[src/rtl/timer_pkg.sv]
// Shared types and BCD helpers for the stopwatch timer controller.
// Countdown mode is enabled with the TIMER_COUNTDOWN_EN macro.
package timer_pkg;

  typedef enum logic [1:0] {
    IDLE,
    RUN,
    PAUSE,
    DONE
  } timer_state_t;

  typedef logic [3:0] bcd_t;

  typedef struct packed {
    bcd_t min_tens;
    bcd_t min_ones;
    bcd_t sec_tens;
    bcd_t sec_ones;
  } bcd_time_t;

  localparam bcd_t SEC_TENS_MAX = 4'd5;
  localparam bcd_t DIGIT_MAX    = 4'd9;

  function automatic int bcd_val(bcd_t t, bcd_t o);
    return 10 * int'(t) + int'(o);
  endfunction

  function automatic bcd_time_t bcd_inc(bcd_time_t t);
    bcd_time_t r;
    r = t;
    if (t.sec_ones != DIGIT_MAX) begin
      r.sec_ones = t.sec_ones + 4'd1;
    end else begin
      r.sec_ones = '0;
      if (t.sec_tens != SEC_TENS_MAX) begin
        r.sec_tens = t.sec_tens + 4'd1;
      end else begin
        r.sec_tens = '0;
        if (t.min_ones != DIGIT_MAX) begin
          r.min_ones = t.min_ones + 4'd1;
        end else begin
          r.min_ones = '0;
          r.min_tens = t.min_tens + 4'd1;
        end
      end
    end
    return r;
  endfunction

  function automatic bcd_time_t bcd_dec(bcd_time_t t);
    bcd_time_t r;
    r = t;
    if (t.sec_ones != '0) begin
      r.sec_ones = t.sec_ones - 4'd1;
    end else begin
      r.sec_ones = DIGIT_MAX;
      if (t.sec_tens != '0) begin
        r.sec_tens = t.sec_tens - 4'd1;
      end else begin
        r.sec_tens = SEC_TENS_MAX;
        if (t.min_ones != '0) begin
          r.min_ones = t.min_ones - 4'd1;
        end else begin
          r.min_ones = DIGIT_MAX;
          r.min_tens = t.min_tens - 4'd1;
        end
      end
    end
    return r;
  endfunction

endpackage

[src/rtl/edge_sync.sv]
// Input synchroniser chain followed by a registered rising-edge
// detector producing a one-cycle pulse.
module edge_sync #(
  parameter int SYNC_STAGES = 2
) (
  input  logic clock,
  input  logic reset,
  input  logic d,
  output logic pulse
);

  localparam int FW = $clog2(SYNC_STAGES + 1);

  logic [SYNC_STAGES-1:0] sync;
  logic                   prev;
  logic [FW-1:0]          fill;
  logic                   full;

  assign full = (fill == FW'(SYNC_STAGES));

  // prev is held high until the chain has refilled after reset,
  // so a level already high at reset release is not an edge.
  always_ff @(posedge clock) begin
    if (reset) begin
      sync <= '0;
      prev <= 1'b1;
      fill <= '0;
    end else begin
      sync <= {sync[SYNC_STAGES-2:0], d};
      if (!full) fill <= fill + 1'b1;
      prev <= full ? sync[SYNC_STAGES-1] : 1'b1;
    end
  end

  assign pulse = sync[SYNC_STAGES-1] & ~prev;

endmodule

[src/rtl/timer_controller.sv]
// Stopwatch sequencing controller: tick/button edges into a BCD mm:ss counter.
// Define TIMER_COUNTDOWN_EN for preset load and count-down operation.
module timer_controller
  import timer_pkg::*;
#(
  parameter int SYNC_STAGES = 2,
  parameter int MAX_MIN     = 99
) (
  input  logic       clock,
  input  logic       reset,
  input  logic       scaledclk,
  input  logic       start_stop,
  input  logic       clear,
  input  logic       load,
  input  logic [7:0] preset_min,
  input  logic [7:0] preset_sec,
  output logic [3:0] sec_ones,
  output logic [3:0] sec_tens,
  output logic [3:0] min_ones,
  output logic [3:0] min_tens,
  output logic       running,
  output logic       done
);

  localparam bcd_t MAX_T = bcd_t'(MAX_MIN / 10);
  localparam bcd_t MAX_O = bcd_t'(MAX_MIN % 10);

  timer_state_t state, state_n;
  bcd_time_t    cnt, cnt_n;
  logic         tick, ss_p, clr_p;

  edge_sync #(.SYNC_STAGES(SYNC_STAGES)) u_tick (
    .clock(clock), .reset(reset),
    .d(scaledclk), .pulse(tick)
  );

  edge_sync #(.SYNC_STAGES(SYNC_STAGES)) u_ss (
    .clock(clock), .reset(reset),
    .d(start_stop), .pulse(ss_p)
  );

  edge_sync #(.SYNC_STAGES(SYNC_STAGES)) u_clr (
    .clock(clock), .reset(reset),
    .d(clear), .pulse(clr_p)
  );

`ifdef TIMER_COUNTDOWN_EN
  logic      ld_p;
  logic      is_zero;
  bcd_time_t preset;
  bcd_t      p_mo;

  edge_sync #(.SYNC_STAGES(SYNC_STAGES)) u_ld (
    .clock(clock), .reset(reset),
    .d(load), .pulse(ld_p)
  );

  assign is_zero = (cnt == '0);

  always_comb begin
    preset = '0;
    p_mo   = (preset_min[3:0] > DIGIT_MAX) ?
             DIGIT_MAX : preset_min[3:0];
    if (preset_sec[7:4] > SEC_TENS_MAX) begin
      preset.sec_tens = SEC_TENS_MAX;
      preset.sec_ones = DIGIT_MAX;
    end else begin
      preset.sec_tens = preset_sec[7:4];
      preset.sec_ones = (preset_sec[3:0] > DIGIT_MAX) ?
                        DIGIT_MAX : preset_sec[3:0];
    end
    if (bcd_val(preset_min[7:4], p_mo) > MAX_MIN) begin
      preset.min_tens = MAX_T;
      preset.min_ones = MAX_O;
    end else begin
      preset.min_tens = preset_min[7:4];
      preset.min_ones = p_mo;
    end
  end
`else
  logic unused_inputs;
  assign unused_inputs = ^{load, preset_min, preset_sec};
`endif

  always_ff @(posedge clock) begin
    if (reset) begin
      state <= IDLE;
      cnt   <= '0;
    end else begin
      state <= state_n;
      cnt   <= cnt_n;
    end
  end

  always_comb begin
    state_n = state;
    cnt_n   = cnt;
    if (clr_p) begin
      state_n = IDLE;
      cnt_n   = '0;
    end else begin
      unique case (state)
        IDLE, PAUSE: begin
`ifdef TIMER_COUNTDOWN_EN
          if (ld_p) cnt_n = preset;
          if (ss_p && !is_zero) state_n = RUN;
`else
          if (ss_p) state_n = RUN;
`endif
        end
        RUN: begin
          if (ss_p) state_n = PAUSE;
          if (tick) begin
`ifdef TIMER_COUNTDOWN_EN
            cnt_n = bcd_dec(cnt);
            if (cnt_n == '0) state_n = DONE;
`else
            // The terminal tick leaves the count at MAX_MIN:59.
            if (cnt == {MAX_T, MAX_O, SEC_TENS_MAX, DIGIT_MAX})
              state_n = DONE;
            else
              cnt_n = bcd_inc(cnt);
`endif
          end
        end
        DONE: begin
          state_n = DONE;
        end
        default: state_n = IDLE;
      endcase
    end
  end

  assign sec_ones = cnt.sec_ones;
  assign sec_tens = cnt.sec_tens;
  assign min_ones = cnt.min_ones;
  assign min_tens = cnt.min_tens;
  assign running  = (state == RUN);
  assign done     = (state == DONE);

endmodule

[config.mk]
export PLATFORM = sky130hd
export DESIGN_NAME = timer_controller
export DESIGN_NICKNAME = d
export VERILOG_FILES = /design/src/rtl/timer_pkg.sv /design/src/rtl/edge_sync.sv /design/src/rtl/timer_controller.sv
export SDC_FILE = /design/constraint.sdc
export NUM_CORES = 1
export LEC_CHECK = 0
export CORE_ASPECT_RATIO = 1.1
export CORE_MARGIN = 8
export CORE_UTILIZATION = 51
export DETAILED_ROUTE_END_ITERATION = 8
export PLACE_DENSITY = 0.93
export SETUP_SLACK_MARGIN = 0.3
export SYNTH_ARGS = -nofsm -noshare
export SYNTH_HDL_FRONTEND = slang
export SYNTH_SLANG_ARGS = --single-unit
[constraint.sdc]
create_clock -name clock -period 3.55 [get_ports clock]
set_clock_uncertainty 0.2 [all_clocks]
set_input_delay 0.5325 -clock clock [delete_from_list [all_inputs] [get_ports clock]]
set_output_delay 0.5325 -clock clock [all_outputs]
set_load 0.005 [all_outputs]
=== Yosys cells after proc, flatten, opt, wreduce, memory -nomap -nowiden ===
Index checks and enable logic that the tools add are counted.

* Word-level logic and storage cells: 63
* Register bits: 33
* Bits of input ports: 22

* Eq/ne operators: 11
* Reduce and logical (&&, ||, !) cells: 10
* Add/subtract/negate cells: 7
* Mux-type cells: 8
* Bitwise operators: 13

{| class="wikitable"
|+ Operators by type and width
! cell !! number
|-
| 4-bit by 1-bit adder with 4-bit output, second input constant || 4
|-
| 16-bit == test, second input constant || 1
|-
| 4-bit two-way mux || 3
|-
| 2-bit == test, second input constant || 5
|-
| 1-bit inverter || 10
|-
| 2-bit OR reduction || 5
|-
| 2-bit two-way mux || 4
|-
| 4-bit != test, second input constant || 2
|-
| 2-bit by 1-bit adder with 2-bit output, second input constant || 3
|-
| 2-bit case mux with 3 select lines || 1
|-
| 6-bit AND reduction || 1
|-
| 5-bit AND reduction || 1
|-
| 4-bit by 3-bit != test with 1-bit output, second input constant || 1
|-
| 4-bit AND reduction || 1
|-
| 1-bit bitwise AND || 3
|-
| 3-bit AND reduction || 1
|-
| 2-bit by 1-bit == test with 1-bit output, second input constant || 1
|-
| 2-bit zero test || 1
|-
| 2-bit != test, second input constant || 1
|}

=== Longest topological paths before layout ===
Gate-level depths: netlist of run 1.

* Depth in word-level cells: 6
* Depth in mapped cells: 6
* Depth with buffers taken out: 6

=== Cells and area by module ===
From an unflattened synthesis of run 1, not the netlist that was laid out.

* Cells, all modules: 160
* Area total of the unflattened synthesis: 1500.2 um^2

{| class="wikitable"
|+ By module, submodules not included
! module !! instances !! seq. area each (um^2) !! area each (um^2) !! cells an instance
|-
| timer_controller || 1 || 360.3 || 978.4 || 109
|-
| edge_sync || 3 || 100.1 || 173.9 || 17
|}

=== Least setup slack after synthesis of run 1 ===
No wires, ideal clock.

* Path kind: flip-flop to flip-flop
* Start: register cnt (netlist bit sec_tens[2])
* End: register cnt (netlist bit min_tens[2])
* Path slack: 1.826 ns
* Data arrival time: 1.453 ns
* Cell stages (with the launch flop): 5
* Clock period less this slack: 1.724 ns
* Cell sequence: dfxtp_1 nor3b_4 nand4_4 or4_1 a21oi_1

* Cells in the longest elaborated chain, start to end: 3
* Elaborated cells on any way between the ends: 5
* Classes of those cells: eq/ne (2); bitwise (2); reduce/logical (1)

{| class="wikitable"
|+ RTL lines
! item !! RTL line !! source
|-
| start: declaration || timer_controller.sv:29 || <nowiki>bcd_time_t cnt, cnt_n;</nowiki>
|-
| start signal: assignment || timer_controller.sv:91 || <nowiki>cnt <= cnt_n;</nowiki>
|-
| 16-bit == test / 4-bit by 3-bit != test with 1-bit output (equally long branches) || timer_controller.sv:119, timer_pkg.sv:35 ||
|-
| 1-bit inverter (no line) || - ||
|-
| 6-bit AND reduction (no line) (*) || - ||
|}

Every way passes the cells marked *; elsewhere a longest branch is shown, timed or not.
A chain may end at the register's enable or synchronous reset.

=== Worst setup path after layout of run 1 ===
* Start: register cnt (netlist bit sec_tens[0])
* End: output port sec_tens[0]

{| class="wikitable"
|+ RTL lines
! item !! RTL line !! source
|-
| end: declaration || timer_controller.sv:18 || <nowiki>output logic [3:0] sec_tens,</nowiki>
|}

No word-level cell between the ends.

==> impl_metrics.tcl, run 1 <==
set metrics [dict create \
    status "finished clean" \
    end_kind "output pin" \
    min_from "u_clr.sync[0]$_SDFF_PP0_" \
    vdd_ir_drop_max_v 0.000444 \
    path_class "reg -> out" \
    gr-total-overflow 0 \
    syn_inst 163 \
    antenna_found_initial 0 \
    hold_path_class "reg -> reg" \
    rsz0062_at_grt "false" \
    post-cts-setup-buffers 0 \
    drive_gt1_share_pct 6.38 \
    maxSlewHeadroom_pct 65.1 \
    syn_area_mm2 0.00148 \
    hold_viol 0 \
    highest_layer "met4" \
    finalPower_uw 805 \
    cts_tree "built" \
    synth_area_per_cell_um2 9.09 \
    slowest_stage "clkdlybuf4s50_1" \
    start_util_pct 53.3 \
    leakagePower_nw 0.693 \
    core_mm2 0.00278 \
    r2r_cells 4 \
    ios 40 \
    clk_pin_slew_ns 0.10 \
    wl_met1_um 1180 \
    crit_buf_inv 1 \
    synth_edf_count 0 \
    dr.pass1.iters 4 \
    fmaxAchievable_ghz 0.461 \
    r2r_slack_ns 1.56 \
    ys_warn_count 0 \
    whs_path_depth 1 \
    async_flop_share_pct 0 \
    ant_nets 0 \
    r2r_end "min_tens[2]$_SDFFE_PP0P_" \
    fillers 244 \
    tightest_slew_ns 0.522 \
    grt_max_degree 18 \
    whs_endpoint "u_clr.sync[1]$_SDFF_PP0_" \
    ys_types 39 \
    critPathTopFamily "buffers and inverters" \
    cp-start-kind "register" \
    grt_pass1_vias 1112 \
    fin_crit_ns 2.17 \
    cts_buffers 5 \
    antennaDiodeCount 0 \
    p_per_area_mw_per_mm2 452 \
    cp.required_ns 2.82 \
    die_x_um 67.4 \
    drv_cap 0 \
    ys.flop_type "dfxtp_1" \
    multi_input_area_um2 756 \
    slew_violations 0 \
    num_vias 1198 \
    cts-resized-gates 0 \
    synth_fp_nets 190 \
    fin_tns_setup_ns 0 \
    num_rows 20 \
    wl_met3_um 175 \
    holdWs_ns 0.246 \
    viasPerCell 5.42 \
    place_congestion 0.750 \
    drc 0 \
    r2r-start "sec_ones[1]$_SDFFE_PP0P_" \
    track_usage_pct 12.3 \
    grt_pass1_wl_um 4800 \
    dp_hpwl_um 1930 \
    die_area_mm2 0.00489 \
    clk_root_buffer_cell "clkbuf_4" \
    first_iter_violations 73 \
    seqCellArea_um2 661 \
    crit_chain "clkdlybuf4s50_1" \
    finalSetupViolCount 0 \
    htreeDepth 2 \
    die_y_um 72.5 \
    wl_um 2640 \
    ys_ff_latch 33 \
    wl_met2_um 1260 \
    ys_seq_area_share_pct 44.6 \
    crit_path_max_fanout 10 \
    num-nets-final 214 \
    area_delta_synth_final_pct 20.3 \
    portBuffers 22 \
    max_stage_delay_ns 0.57 \
    cts.sinks 33 \
    cts_buffer_depth 2 \
    clock_latency_ns 0.33 \
    arrival_ns 1.44 \
    period_share_pct 61.1 \
    startpoint "sec_tens[0]$_SDFFE_PP0P_" \
    wl_per_cell_um 12.0 \
    cts_hold_buf 0 \
]
-- registers in the layout, indices dropped and copies added, names as in the netlist --
name,count
min_ones,4
u_tick.sync,2
u_ss.fill,2
u_tick.fill,2
u_ss.prev,1
sec_tens,4
u_clr.sync,2
sec_ones,4
min_tens,4
state,2
u_clr.prev,1
u_clr.fill,2
u_tick.prev,1
u_ss.sync,2
-- placed cells by master (no fill, tap or decap), types with 2 or more instances in the layout --
cell type,n
a21oi_1,15
and2_1,4
clkbuf_4,5
clkbuf_8,2
clkdlybuf4s50_1,22
dfxtp_1,33
ha_1,5
inv_1,9
mux2i_1,3
nand2_1,8
nand3_1,2
nand4_1,3
nand4_4,2
nand4b_1,2
nor2_1,23
nor2b_1,10
o21ai_0,10
or3_1,5
xor2_1,5
-- layout make-up --
class                           count  share of cell area (%)
Tap cell                           33                    2.32
Timing Repair Buffer               22                    12.4
Clock buffer                        7                    3.65
Sequential cell                    33                    37.1
Clock inverter                      1                   0.281
Multi-Input combinational cell    116                    42.4
Inverter                            9                    1.90
-- logic make-up after synthesis --
| family | Yosys count | share of synthesized area, % |
|---|---|---|
| AO/OA/AOI/OAI | 33 | 12.6 |
| XOR/XNOR | 6 | 3.55 |
| adder cells (fa/ha/maj) | 5 | 4.22 |
| buffers and inverters | 14 | 4.39 |
| flip-flops | 33 | 44.6 |
| multiplexers | 3 | 2.03 |
| AND/OR/NAND/NOR | 69 | 28.6 |
-- synthesized netlist by cell type (all sizes together) (3+ instances only) --
library cell  count  area share [%]
nor2             23             5.8
ha                5             4.2
xor2              5             3.0
o21ai            10             3.4
inv               9             2.3
mux2i             3             2.0
nor2b            10             4.2
nand4             5             4.1
nand2             8             2.0
and2              4             1.7
dfxtp            33              45
a21oi            15             5.1
clkbuf            3            0.84
or3               5             2.1
-- report_power, final --
part / internal [mW] / total (mW) / switching [mW] / leakage, nW
Sequential: 0.414 / 0.435 / 0.0211 / 0.269
Clock: 0.115 / 0.237 / 0.123 / 0.0413
Combinational: 0.0610 / 0.133 / 0.0716 / 0.383
-- worst max-delay path by stage --
stage | endpoint | slack, ns | cells after the start
after floorplan | min_tens[2]$_SDFFE_PP0P_ | 1.83 | 4
after global placement | min_ones[0]$_SDFFE_PP0P_ | 1.31 | 3
final | sec_tens[0] | 1.38 | 1
after CTS | sec_tens[0] | 1.36 | 1
after global routing | running | 1.28 | 2
after detailed placement | min_ones[0]$_SDFFE_PP0P_ | 1.30 | 3
-- routing by layer --
layer / vias up / track usage [%]
li1: 619 / -
met1: 551 / 14.1
met2: 23 / 19.5
met3: 5 / 6.01
met4: 0 / 3.72
met5: - / 0
-- stage by stage --
| stage | util [%] | instance area (um2) | instances | setup WS (ns) |
|---|---|---|---|---|
| after floorplan | - | 1480 | 163 | 1.83 |
| after global placement | 61.6 | 1710 | 213 | 1.31 |
| after detailed placement | 61.6 | 1710 | 213 | 1.30 |
| after CTS | 64.1 | 1780 | 221 | 1.36 |
| after global routing | 64.1 | 1780 | 221 | 1.28 |
| final | 64.1 | 1780 | 221 | 1.38 |
(Power assumes the default switching activity.)
==> inputs of run 2 (changes only) <==
Settings changed: CORE_UTILIZATION 51 to 43, PLACE_DENSITY 0.93 to 0.84.
Clock period 3.55 ns to 1.9 ns, I/O delays scaled along.
==> impl_metrics.tcl, run 2 (synthesis gave the netlist of run 1 again) <==
set metrics [dict create \
    status "finished clean" \
    drive_gt1_share_pct 33.9 \
    wl_per_cell_um 12.8 \
    cts_tree "built" \
    hold_viol 0 \
    clk_root_buffer_cell "clkbuf_4" \
    die_y_um 77.6 \
    crit_path_max_fanout 5 \
    final_common_cell "buf_4" \
    holdWs_ns 0.244 \
    seqCellArea_um2 688 \
    hold_path_class "reg -> reg" \
    slowest_stage "or4_4" \
    path_class "reg -> reg" \
    first_iter_violations 57 \
    cts_buffer_depth 2 \
    cp.required_ns 1.97 \
    ios 40 \
    gr-total-overflow 0 \
    maxSlewHeadroom_pct 79.2 \
    multi_input_area_um2 822 \
    finalSetupViolCount 0 \
    fmaxAchievable_ghz 0.572 \
    grt_pass1_vias 1294 \
    max_stage_delay_ns 0.51 \
    cts_buffers 5 \
    fin_crit_ns 1.75 \
    grt_pass1_wl_um 5590 \
    period_share_pct 92.1 \
    final_cell_mix "buf_4, nor2_1, dfxtp_1" \
    clock_latency_ns 0.34 \
    cts_hold_buf 0 \
    tightest_slew_ns 0.308 \
    antennaDiodeCount 0 \
    wl_um 3440 \
    end_kind "register" \
    clk_pin_slew_ns 0.09 \
    num_rows 22 \
    cp-start-kind "register" \
    grt_max_degree 16 \
    r2r_slack_ns 0.15 \
    cts.sinks 33 \
    antenna_found_initial 0 \
    vdd_ir_drop_max_v 0.000525 \
    drv_cap 0 \
    dp_hpwl_um 2140 \
    drc 0 \
    leakagePower_nw 0.952 \
    htreeDepth 2 \
    rsz0062_at_grt "true" \
    num-nets-final 249 \
    p_per_area_mw_per_mm2 659 \
    die_area_mm2 0.00558 \
    arrival_ns 1.82 \
    fillers 269 \
    ant_nets 0 \
    dr.pass1.iters 4 \
    portBuffers 22 \
    track_usage_pct 12.5 \
    start_util_pct 44.5 \
    slew_violations 0 \
    die_x_um 72.0 \
    fin_tns_setup_ns 0 \
    place_congestion 0.767 \
    core_mm2 0.00333 \
    viasPerCell 5.11 \
    area_delta_synth_final_pct 45.0 \
    crit_chain "buf_6 -> nor3b_4 -> nand4_4 -> or4_4 -> a21oi_2" \
    num_vias 1374 \
]
run 2: cell types whose count changed in the layout (fill, tap and decap cells not counted), sizes merged:
cell           delta
clkdlybuf4s15     +2
buf              +36
dlygate4sd2      +13
clkdlybuf4s50    -17
clkbuf            -1
run 2: report_power, final:
part / total [mW] / internal (mW) / switching (mW)
Combinational: 0.255 / 0.119 / 0.136
Clock: 0.351 / 0.128 / 0.223
Sequential: 0.809 / 0.769 / 0.0403
run 2: worst paths after layout:
path | cells past startpoint | startpoint | end
worst max-delay path | 5 | sec_tens[3]$_SDFFE_PP0P_ | min_tens[2]$_SDFFE_PP0P_
worst min-delay path | 1 | u_tick.sync[0]$_SDFF_PP0_ | u_tick.sync[1]$_SDFF_PP0_
worst max register to register | 5 | sec_tens[3]$_SDFFE_PP0P_ | min_tens[2]$_SDFFE_PP0P_
worst min register to register | 1 | u_tick.sync[0]$_SDFF_PP0_ | u_tick.sync[1]$_SDFF_PP0_
run 2: area by class of cell:
cell class	instances	area share, %
multi-input cells	116	38.3
flip-flops and latches	33	32.0
repair buffers	57	23.4
well taps	48	2.80
clock buffers	5	1.75
inverters	9	1.57
clock inverters	1	0.233
run 2: repair_timing:
item,CTS,global route
gates resized for setup,51,22
pin swaps,9,13
endpoints found under the setup margin,30,21
buffers inserted,18,5
run 2: routing by layer:
metal / up-vias / routed length (um) / track usage, %
li1: 683 / - / -
met1: 652 / 1350 / 12.4
met2: 29 / 1840 / 22.4
met3: 10 / 162 / 4.63
met4: 0 / 87 / 5.93
met5: - / 0 / 0
run 2: per-stage QoR:
step / worst slack [ns] / cells / cell area [um2] / total power, mW / utilization, %
CTS: 0.118 / 264 / 2040 / 1.44 / 61.3
global route: 0.0851 / 269 / 2150 / 1.52 / 64.5
detailed placement: 0.127 / 240 / 1820 / 1.09 / 54.7
global placement: 0.155 / 240 / 1820 / 1.06 / 54.7
finish: 0.151 / 269 / 2150 / 1.41 / 64.5
floorplan: 0.176 / 163 / 1490 / 1.03 / -
run 2: worst max-delay path, delay by kind of cell, from the launching register on:
| kind | cells | cell delay, ns |
|---|---|---|
| AO/OA/AOI/OAI | 1 | 0.12 |
| buffers and inverters | 1 | 0.11 |
| flip-flops | 1 | 0.33 |
| AND/OR/NAND/NOR | 3 | 0.93 |
